## src/rtl/int_mul.sv

```systemverilog
// int_mul: multi-cycle radix-2 shift-add integer multiplier for RV32M
// MUL/MULH/MULHSU/MULHU. It returns the full 2*WIDTH-bit product and the
// ALU picks the low or high half. The handshake and IDLE/CALC/DONE control
// match the integer divider: one start pulse in, one done pulse out.
module int_mul #(
    parameter int WIDTH = 32
) (
    input  logic                 i_clk,
    input  logic                 i_rst_n,
    input  logic                 i_valid,
    input  logic [1:0]           i_mode,
    input  logic [WIDTH-1:0]     i_a,
    input  logic [WIDTH-1:0]     i_b,
    output logic                 o_valid,
    output logic [2*WIDTH-1:0]   o_product
);

    localparam int CNT_W = (WIDTH > 1) ? $clog2(WIDTH) : 1;

    localparam logic [1:0] ST_IDLE = 2'd0;
    localparam logic [1:0] ST_CALC = 2'd1;
    localparam logic [1:0] ST_DONE = 2'd2;

    localparam logic [CNT_W-1:0]   CNT_ZERO = {CNT_W{1'b0}};
    localparam logic [CNT_W-1:0]   CNT_ONE  = {{(CNT_W-1){1'b0}}, 1'b1};
    localparam logic [CNT_W-1:0]   CNT_LAST = CNT_W'(WIDTH - 1);
    localparam logic [WIDTH-1:0]   ONE_W    = {{(WIDTH-1){1'b0}}, 1'b1};
    localparam logic [2*WIDTH-1:0] ONE_2W   = {{(2*WIDTH-1){1'b0}}, 1'b1};

    // Unsigned magnitude of an operand. The most-negative value maps onto
    // 2^(WIDTH-1), which fits because the result is read as unsigned.
    function automatic logic [WIDTH-1:0] magnitude(input logic [WIDTH-1:0] x,
                                                   input logic             is_signed);
        logic [WIDTH-1:0] r;
        if (is_signed && x[WIDTH-1]) begin
            r = ~x + ONE_W;
        end else begin
            r = x;
        end
        return r;
    endfunction

    logic [1:0]         state_q, state_d;
    logic [CNT_W-1:0]   cnt_q, cnt_d;
    logic [2*WIDTH-1:0] acc_q, acc_d;
    logic [WIDTH-1:0]   mplr_q, mplr_d;
    logic [WIDTH-1:0]   amag_q, amag_d;
    logic               neg_q, neg_d;
    logic [2*WIDTH-1:0] prod_q, prod_d;
    logic               valid_q, valid_d;

    logic               a_signed_s;
    logic               b_signed_s;
    logic [WIDTH:0]     sum_s;
    logic [2*WIDTH-1:0] acc_step_s;

    // Operand signedness per mode; the reserved mode behaves as unsigned.
    always_comb begin
        a_signed_s = 1'b0;
        b_signed_s = 1'b0;
        case (i_mode)
            2'b01: begin
                a_signed_s = 1'b1;
                b_signed_s = 1'b1;
            end
            2'b10: begin
                a_signed_s = 1'b1;
                b_signed_s = 1'b0;
            end
            default: begin
                a_signed_s = 1'b0;
                b_signed_s = 1'b0;
            end
        endcase
    end

    // One shift-add step: conditionally add |a| into the upper half with
    // carry, then shift the whole accumulator (carry included) right by one.
    always_comb begin
        if (mplr_q[0]) begin
            sum_s = {1'b0, acc_q[2*WIDTH-1:WIDTH]} + {1'b0, amag_q};
        end else begin
            sum_s = {1'b0, acc_q[2*WIDTH-1:WIDTH]};
        end
        acc_step_s = {sum_s, acc_q[WIDTH-1:1]};
    end

    // Control and datapath next state; a start pulse always (re)captures.
    always_comb begin
        state_d = state_q;
        cnt_d   = cnt_q;
        acc_d   = acc_q;
        mplr_d  = mplr_q;
        amag_d  = amag_q;
        neg_d   = neg_q;
        prod_d  = prod_q;
        valid_d = 1'b0;
        if (i_valid) begin
            state_d = ST_CALC;
            cnt_d   = CNT_ZERO;
            acc_d   = {(2*WIDTH){1'b0}};
            amag_d  = magnitude(i_a, a_signed_s);
            mplr_d  = magnitude(i_b, b_signed_s);
            neg_d   = (a_signed_s & i_a[WIDTH-1]) ^ (b_signed_s & i_b[WIDTH-1]);
        end else begin
            case (state_q)
                ST_IDLE: begin
                    state_d = ST_IDLE;
                end
                ST_CALC: begin
                    acc_d  = acc_step_s;
                    mplr_d = mplr_q >> 1;
                    if (cnt_q == CNT_LAST) begin
                        state_d = ST_DONE;
                        cnt_d   = CNT_ZERO;
                        valid_d = 1'b1;
                        if (neg_q) begin
                            prod_d = ~acc_step_s + ONE_2W;
                        end else begin
                            prod_d = acc_step_s;
                        end
                    end else begin
                        cnt_d = cnt_q + CNT_ONE;
                    end
                end
                ST_DONE: begin
                    state_d = ST_IDLE;
                end
                default: begin
                    state_d = ST_IDLE;
                end
            endcase
        end
    end

    // State registers with synchronous active-low reset taking priority.
    always_ff @(posedge i_clk) begin
        if (!i_rst_n) begin
            state_q <= ST_IDLE;
            cnt_q   <= CNT_ZERO;
            acc_q   <= {(2*WIDTH){1'b0}};
            mplr_q  <= {WIDTH{1'b0}};
            amag_q  <= {WIDTH{1'b0}};
            neg_q   <= 1'b0;
            prod_q  <= {(2*WIDTH){1'b0}};
            valid_q <= 1'b0;
        end else begin
            state_q <= state_d;
            cnt_q   <= cnt_d;
            acc_q   <= acc_d;
            mplr_q  <= mplr_d;
            amag_q  <= amag_d;
            neg_q   <= neg_d;
            prod_q  <= prod_d;
            valid_q <= valid_d;
        end
    end

    assign o_valid   = valid_q;
    assign o_product = prod_q;

endmodule

```

## config.mk

```make
export PLATFORM = sky130hd
export DESIGN_NAME = int_mul
export DESIGN_NICKNAME = d
export VERILOG_FILES = /design/src/rtl/int_mul.sv
export SDC_FILE = /design/constraint.sdc
export NUM_CORES = 1
export LEC_CHECK = 0
export ABC_AREA = 1
export CAP_MARGIN = 10
export CORE_ASPECT_RATIO = 0.75
export CORE_MARGIN = 1
export CORE_UTILIZATION = 60
export CTS_BUF_LIST = sky130_fd_sc_hd__clkbuf_2
export DETAILED_ROUTE_END_ITERATION = 10
export PLACE_DENSITY = 0.93
export SETUP_SLACK_MARGIN = 0.4
export SLEW_MARGIN = 20
export SYNTH_ARGS = -nofsm -noshare
export SYNTH_HDL_FRONTEND = slang
export SYNTH_SLANG_ARGS = --single-unit
```

## constraint.sdc

```tcl
create_clock -name i_clk -period 3.05 [get_ports i_clk]
set_clock_uncertainty 0.15 [all_clocks]
set_input_delay 0.4575 -clock i_clk [delete_from_list [all_inputs] [get_ports i_clk]]
set_output_delay 0.4575 -clock i_clk [all_outputs]
set_load 0.05 [all_outputs]
```

; ---- Yosys cells after proc, flatten, opt, wreduce, memory -nomap -nowiden
; Index checks and enable logic that the tools add are counted.
[op_classes]
muxes = 13
addsub = 5
n_eq_ne = 5
n_bitwise = 9
n_reduce_logical = 7
[ops]
columns = cell, n
row1 = two-way mux 32 bit, 4
row2 = "adder 32 x 1 -> 32 bit, second input constant", 2
row3 = "adder 64 x 1 -> 64 bit, second input constant", 1
row4 = two-way mux 64 bit, 1
row5 = inverter 32 bit, 2
row6 = inverter 64 bit, 1
row7 = adder 32 x 32 -> 33 bit, 1
row8 = two-way mux 33 bit, 1
row9 = two-way mux 1 bit, 6
row10 = "adder 5 x 1 -> 5 bit, second input constant", 1
row11 = "== test 5 bit, second input constant", 1
row12 = two-way mux 5 bit, 1
row13 = "== test 2 x 1 -> 1 bit, second input constant", 2
row14 = OR reduction 2 bit, 2
row15 = "inequality test 3 bit, second input constant", 1
row16 = inverter 1 bit, 3
row17 = AND reduction 3 bit, 1
row18 = OR reduction 3 bit, 1
row19 = AND 1 bit, 2
row20 = "== test 2 bit, second input constant", 1
row21 = logical AND 1 bit, 2
row22 = nonzero test 2 bit, 1
row23 = bitwise XOR 1 bit, 1
[totals]
in_bits = 69
elab_cells = 48
ff_bits = 201

; ---- Longest topological paths before layout
; Gate-level depths: netlist (run 1).
[logic_depth]
depth_word = 5
ltp_mapped = 23
mapped_depth_nobuf = 23

; ---- Worst setup path before layout (run 1)
; OpenSTA, ideal clock, no wires.
[synth_path]
path_kind = flip-flop to flip-flop
from = reg acc_q[32]
to = reg prod_q[62] (netlist: o_product[62])
t_arrival_ns = 2.423
slack_ns = 0.368
path_buffers = 0
stages_incl_launch_ff = 17
t_required_ns = 2.791
synth_period_minus_slack_ns = 2.682
path_cell_list = dfxtp_1 > ha_1 > fa_1 > o21ai_0 > o21ai_0 > o21ai_1 > nand3_4 > nor2_8 > nand2_4 > nor2_8 > nand2_4 > nor2_4 > nand2_1 > nand2_1 > nand3_1 > nand2_1 > inv_1
[synth_via]
elab_chain_len = 5
[synth_lines]
columns = element, line_no
row1 = from (decl), 45  ; logic [2*WIDTH-1:0] acc_q, acc_d;
row2 = from (signal assigned), 141  ; acc_q <= {(2*WIDTH){1'b0}};
row3 = adder 32 x 32 -> 33 bit, 81  ; sum_s = {1'b0, acc_q[2*WIDTH-1:WIDTH]} + {1'b0, amag_q};
row4 = two-way mux 33 bit *, 80  ; if (mplr_q[0]) begin
row5 = inverter 64 bit, 118  ; prod_d = ~acc_step_s + ONE_2W;
row6 = adder 64 x 1 -> 64 bit, 118
row7 = two-way mux 64 bit *, 117  ; if (neg_q) begin
row8 = to (signal assigned), 145  ; prod_q <= {(2*WIDTH){1'b0}};
row9 = to (signal assigned), 154  ; prod_q <= prod_d;
row10 = to (decl), 49  ; logic [2*WIDTH-1:0] prod_q, prod_d;
; Mark *: on every way between the ends. The rest lies on a longest branch, timed or not.
; A chain may end at the register's enable or synchronous reset.

; ---- Worst setup path in the final report (run 1)
[layout_path]
from = reg amag_q[0]
to = reg prod_q[45] (netlist: o_product[45])
[layout_via]
elab_chain_len = 5
[layout_lines]
columns = element, line_no
row1 = from (decl), 47  ; logic [WIDTH-1:0] amag_q, amag_d;
row2 = from (signal assigned), 143  ; amag_q <= {WIDTH{1'b0}};
row3 = from (signal assigned), 152  ; amag_q <= amag_d;
row4 = adder 32 x 32 -> 33 bit *, 81
row5 = two-way mux 33 bit *, 80
row6 = inverter 64 bit, 118
row7 = adder 64 x 1 -> 64 bit, 118
row8 = two-way mux 64 bit *, 117
; Marked as above.

==> run_results.csv, run 1 <==
group,metric,value,unit
run_status,result_of_the_run,"complete, but fails checks",
run_status,failed_checks,"setup timing",
routing,drt_pre_antenna_iters,7,
routing,route.final.wire_length,42450,um
hold_path,holdCritPathClass,"primary input to flip-flop",
floorplan,floorplan.die.height,131.4,um
pwr,vdd_ir_drop_max,0.0002679,V
pwr,pwr_density_cell,352.0,nW/um^2
routing,dr.first_iter.drc_count,1838,
clocking,clock_tree.htree_level_count,4,
global_routing,vias_in_the_first_global_route,13480,
clocking,cts-buffers-inserted,17,
placement,numPortBuffers,133,
worst_setup_path,required_time_at_the_worst_slack_endpoint,3.64,ns
synthesis,synth_seq_area_share,29.87,%
sta,worstMarginPinSlew,0.9821,ns
sta,maxSlewHeadroom,33.84,%
floorplan,io-pin-count,134,
worst_setup_path,crit_path_end_kind,"flip-flop",
routing,detail-route-antenna-nets,0,
worst_setup_path,worst-endpoint-arrival,3.70,ns
sta,finalSetupViolations,1,
clocking,tritoncts_num_sinks,200,
worst_setup_path,timing_worst_setup_path_type,"flip-flop to flip-flop",
final_layout,final_design_area_no_fill,16280,sq um
floorplan,row_count,46,
final_layout,area_growth_syn_to_layout,21.44,%
synthesis,synth-warning-count,0,
synthesis,synth_fp_nets,2287,
clocking,ctsRootBufferMaster,"sky130_fd_sc_hd__clkbuf_2",
final_layout,layout-drive-gt1-share,13.78,%
final_layout,diodes,0,
synthesis,postSynthRegisterBits,200,
final_layout,fillers,1672,
sta,final_number_of_hold_violating_endpoints,0,
synthesis,ys_dominant_reg_cell,"sky130_fd_sc_hd__dfxtp_1",
job,drv.max_cap_violation_count,0,
global_routing,grt_use_total,35.57,%
clocking,tritoncts_clock_tree,"done",
synthesis,post_synth_instance_area,13410,sq um
final_layout,design.final.nets,2417,
clocking,clock_input_transition_at_the_sequential_cells_of_the_worst_setup_and_hold_paths,0.34,ns
global_routing,grt-ovfl-total,0,
synthesis,synthesis.area_per_instance,6.152,sq um
pwr,totalPowerFinal,5.730,mW
sta,maxSlewViolCount,0,
synthesis,proportion_of_synthesized_flip_flops_having_asynchronous_set_or_reset,0,%
routing,detail_route.wl_per_cell,16.26,um
placement,dp_worst_setup_slack,-0.05872,ns
worst_setup_path,crit_path_max_fanout,4,
synthesis,synth_enable_flop_cells,0,
floorplan,fp.dieW,174.6,um
sta,min_period_over_period,101.9,%
worst_setup_path,timing.reg2reg.worst_path_depth,18,
synthesis,synth_cells,2179,
routing,drc,0,
synthesis,yosys.cell_types.count,57,
pwr,cellLeakagePower,8.360,nW
floorplan,initial_core_util,62.28,%
sta,worst_slack,-0.05832,ns
final_layout,final_core_util,75.63,%
final_layout,area_of_the_multi_input_gates,8401,sq um
global_routing,maximum_number_of_pins_on_one_net_before_global_route_repair,78,
final_layout,register_area,4079,sq um
global_routing,initial_antenna_violation_count,0,
hold_path,whs_path_depth,3,
worst_setup_path,reg2reg_setup_slack,-0.06,ns
sta,max_freq,321.7,MHz
routing,routed-via-count,15180,
sta,rsz0062_at_grt,"yes",
placement,detailed_place_hpwl,30500,um
global_routing,grt_first_pass_wirelength,66360,um
worst_setup_path,launching_element_type_of_the_critical_path,"flip-flop",
floorplan,fp.coreArea,21530,sq um
routing,via_density_per_instance,5.817,
floorplan,die-area,22950,sq um
placement,placed_area,15080,sq um
sta,final_worst_path_period_need,3.108,ns
clocking,insertion_delay_of_the_later_clocked_pin_in_the_worst_skew_pair,0.80,ns
clocking,clk_path_buf_depth,2,
placement,finalWeightedCongestion,0.9854,
-- repair_timing --
action	CTS	global route
resized for setup	184	85
endpoints found under the setup margin	62	62
setup buffers	11	6
pin swaps	24	29
hold buffers	1	0
endpoints found under the hold margin	4	0
-- worst max-delay path: stages, from the launching register on --
cell	delay, ns
sky130_fd_sc_hd__dfxtp_1	0.41
sky130_fd_sc_hd__ha_4	0.18
sky130_fd_sc_hd__buf_4	0.15
sky130_fd_sc_hd__nand2_1	0.06
sky130_fd_sc_hd__nand2_1	0.10
sky130_fd_sc_hd__nand3_1	0.13
sky130_fd_sc_hd__nand2_2	0.09
sky130_fd_sc_hd__nand2_1	0.08
sky130_fd_sc_hd__nand3_1	0.11
sky130_fd_sc_hd__nand2_2	0.13
sky130_fd_sc_hd__inv_1	0.09
sky130_fd_sc_hd__nor2_1	0.19
sky130_fd_sc_hd__nand2_1	0.10
sky130_fd_sc_hd__nor2_1	0.15
sky130_fd_sc_hd__nand2_2	0.12
sky130_fd_sc_hd__o21ai_0	0.33
sky130_fd_sc_hd__o21ai_0	0.17
sky130_fd_sc_hd__a21oi_1	0.26
sky130_fd_sc_hd__nor2_1	0.06
-- flip-flops by register name, indices dropped and copies added, names as in the netlist --
signal	flops
o_product	64
acc_q	63
amag_q	32
mplr_q	32
cnt_q	5
state_q	2
neg_q	1
o_valid	1
-- layout by cell type (no fill, tap or decap), types with 9 or more instances in the layout --
cell type,synthesis,routed
sky130_fd_sc_hd__nand2_1,545,493
sky130_fd_sc_hd__inv_1,351,347
sky130_fd_sc_hd__nor2_1,244,219
sky130_fd_sc_hd__o21ai_0,176,170
sky130_fd_sc_hd__dfxtp_1,200,164
sky130_fd_sc_hd__a21oi_1,140,134
sky130_fd_sc_hd__nand3_1,141,130
sky130_fd_sc_hd__clkdlybuf4s50_1,0,68
sky130_fd_sc_hd__buf_4,1,54
sky130_fd_sc_hd__nand2_2,3,53
sky130_fd_sc_hd__dlygate4sd2_1,0,35
sky130_fd_sc_hd__dlymetal6s2s_1,0,29
sky130_fd_sc_hd__xor2_1,32,28
sky130_fd_sc_hd__nor2_2,12,25
sky130_fd_sc_hd__o22ai_1,25,25
sky130_fd_sc_hd__ha_4,0,24
sky130_fd_sc_hd__dfxtp_2,0,24
sky130_fd_sc_hd__nor3_1,24,23
sky130_fd_sc_hd__o221ai_1,21,21
sky130_fd_sc_hd__nand4_1,17,17
sky130_fd_sc_hd__clkbuf_2,0,17
sky130_fd_sc_hd__nor2_4,3,15
sky130_fd_sc_hd__a32o_1,13,13
sky130_fd_sc_hd__dfxtp_4,0,12
sky130_fd_sc_hd__inv_2,7,11
sky130_fd_sc_hd__o21ai_1,9,11
sky130_fd_sc_hd__a31oi_1,11,11
sky130_fd_sc_hd__nand3_2,1,11
sky130_fd_sc_hd__ha_1,38,11
sky130_fd_sc_hd__nor3_2,8,9
sky130_fd_sc_hd__or2_2,9,9
-- logic make-up (layout without fill, tap and decap cells) --
family,count (synthesis),after routing,share of synthesized area (%)
simple gates,1033,1033,33.16
buf+inv,444,587,12.86
compound gates,426,426,18.00
flops,200,200,29.87
fa+ha+maj,39,39,3.696
xor+xnor,37,37,2.417
-- routing by layer --
metal | vias to the layer above | wire length (um) | global-route usage, %
li1 | 7256 | - | -
met1 | 6880 | 17880 | 50.76
met2 | 923 | 18290 | 53.96
met3 | 124 | 4978 | 6.395
met4 | 0 | 1310 | 11.50
met5 | - | 0 | 0
-- Yosys cell counts (11+ instances only) --
master / number / share of area (%)
sky130_fd_sc_hd__buf_2: 14 / 0.52
sky130_fd_sc_hd__o22ai_1: 25 / 1.2
sky130_fd_sc_hd__nor2_2: 12 / 0.56
sky130_fd_sc_hd__nor2_1: 244 / 6.8
sky130_fd_sc_hd__o221ai_1: 21 / 1.4
sky130_fd_sc_hd__clkbuf_1: 56 / 1.6
sky130_fd_sc_hd__a32o_1: 13 / 0.97
sky130_fd_sc_hd__nand4_1: 17 / 0.79
sky130_fd_sc_hd__a21oi_1: 140 / 5.2
sky130_fd_sc_hd__nand2_1: 545 / 15
sky130_fd_sc_hd__nor3_1: 24 / 0.90
sky130_fd_sc_hd__xor2_1: 32 / 2.1
sky130_fd_sc_hd__ha_1: 38 / 3.5
sky130_fd_sc_hd__o21ai_0: 176 / 6.6
sky130_fd_sc_hd__nand3_1: 141 / 5.3
sky130_fd_sc_hd__inv_1: 351 / 9.8
sky130_fd_sc_hd__dfxtp_1: 200 / 30
sky130_fd_sc_hd__a31oi_1: 11 / 0.51
-- cell type report --
class | instances | area share (%)
Clock inverter | 15 | 0.9838
Multi-Input combinational cell | 1535 | 51.60
Tap cell | 288 | 2.214
Timing Repair Buffer | 191 | 11.19
Sequential cell | 200 | 25.06
Inverter | 364 | 8.431
Clock buffer | 17 | 0.5226
-- final timing paths --
| path | start | endpoint |
|---|---|---|
| worst max-delay path | amag_q[0]$_SDFFE_PN0P_ | o_product[45]$_SDFFE_PN0P_ |
| worst min-delay path | i_b[28] | mplr_q[28]$_SDFFE_PN0P_ |
| worst max register to register | amag_q[0]$_SDFFE_PN0P_ | o_product[45]$_SDFFE_PN0P_ |
| worst min register to register | mplr_q[31]$_SDFFE_PN0P_ | mplr_q[31]$_SDFFE_PN0P_ |
-- power breakdown --
part	internal (mW)	switching, mW
Clock	0.333	1.00
Sequential	2.73	0.118
Combinational	0.583	0.970
Total	3.64	2.09
-- metrics by stage --
step / hold WS (ns) / instances / TNS [ns]
3_3_place_gp: 0.3024 / 2560 / -0.02433
4_1_cts: 0.07951 / 2604 / 0
3_5_place_dp: 0.3051 / 2560 / -0.1740
6_report: 0.1076 / 2610 / -0.05832
2_1_floorplan: 0.2717 / 2179 / 0
5_1_grt: 0.08144 / 2610 / -0.4291
Power figures use the tool's default switching activity.
==> run 2: changes to the inputs <==
--- a/config.mk
+++ b/config.mk
@@ -11,6 +11,7 @@
 export CORE_MARGIN = 1
 export CORE_UTILIZATION = 60
 export CTS_BUF_LIST = sky130_fd_sc_hd__clkbuf_2
+export CTS_CLUSTER_DIAMETER = 80
 export DETAILED_ROUTE_END_ITERATION = 10
 export PLACE_DENSITY = 0.93
 export SETUP_SLACK_MARGIN = 0.4
==> results of run 2 <==
The final DEF is identical to that of run 1; final timing and power are the same.
==> run 3: changes to the inputs <==
--- a/config.mk
+++ b/config.mk
@@ -13,6 +13,7 @@
 export CTS_BUF_LIST = sky130_fd_sc_hd__clkbuf_2
 export CTS_CLUSTER_DIAMETER = 80
 export DETAILED_ROUTE_END_ITERATION = 10
+export HOLD_SLACK_MARGIN = 0.06
 export PLACE_DENSITY = 0.93
 export SETUP_SLACK_MARGIN = 0.4
 export SLEW_MARGIN = 20
==> results of run 3 <==
The final DEF is identical to that of run 1; final timing and power are the same.
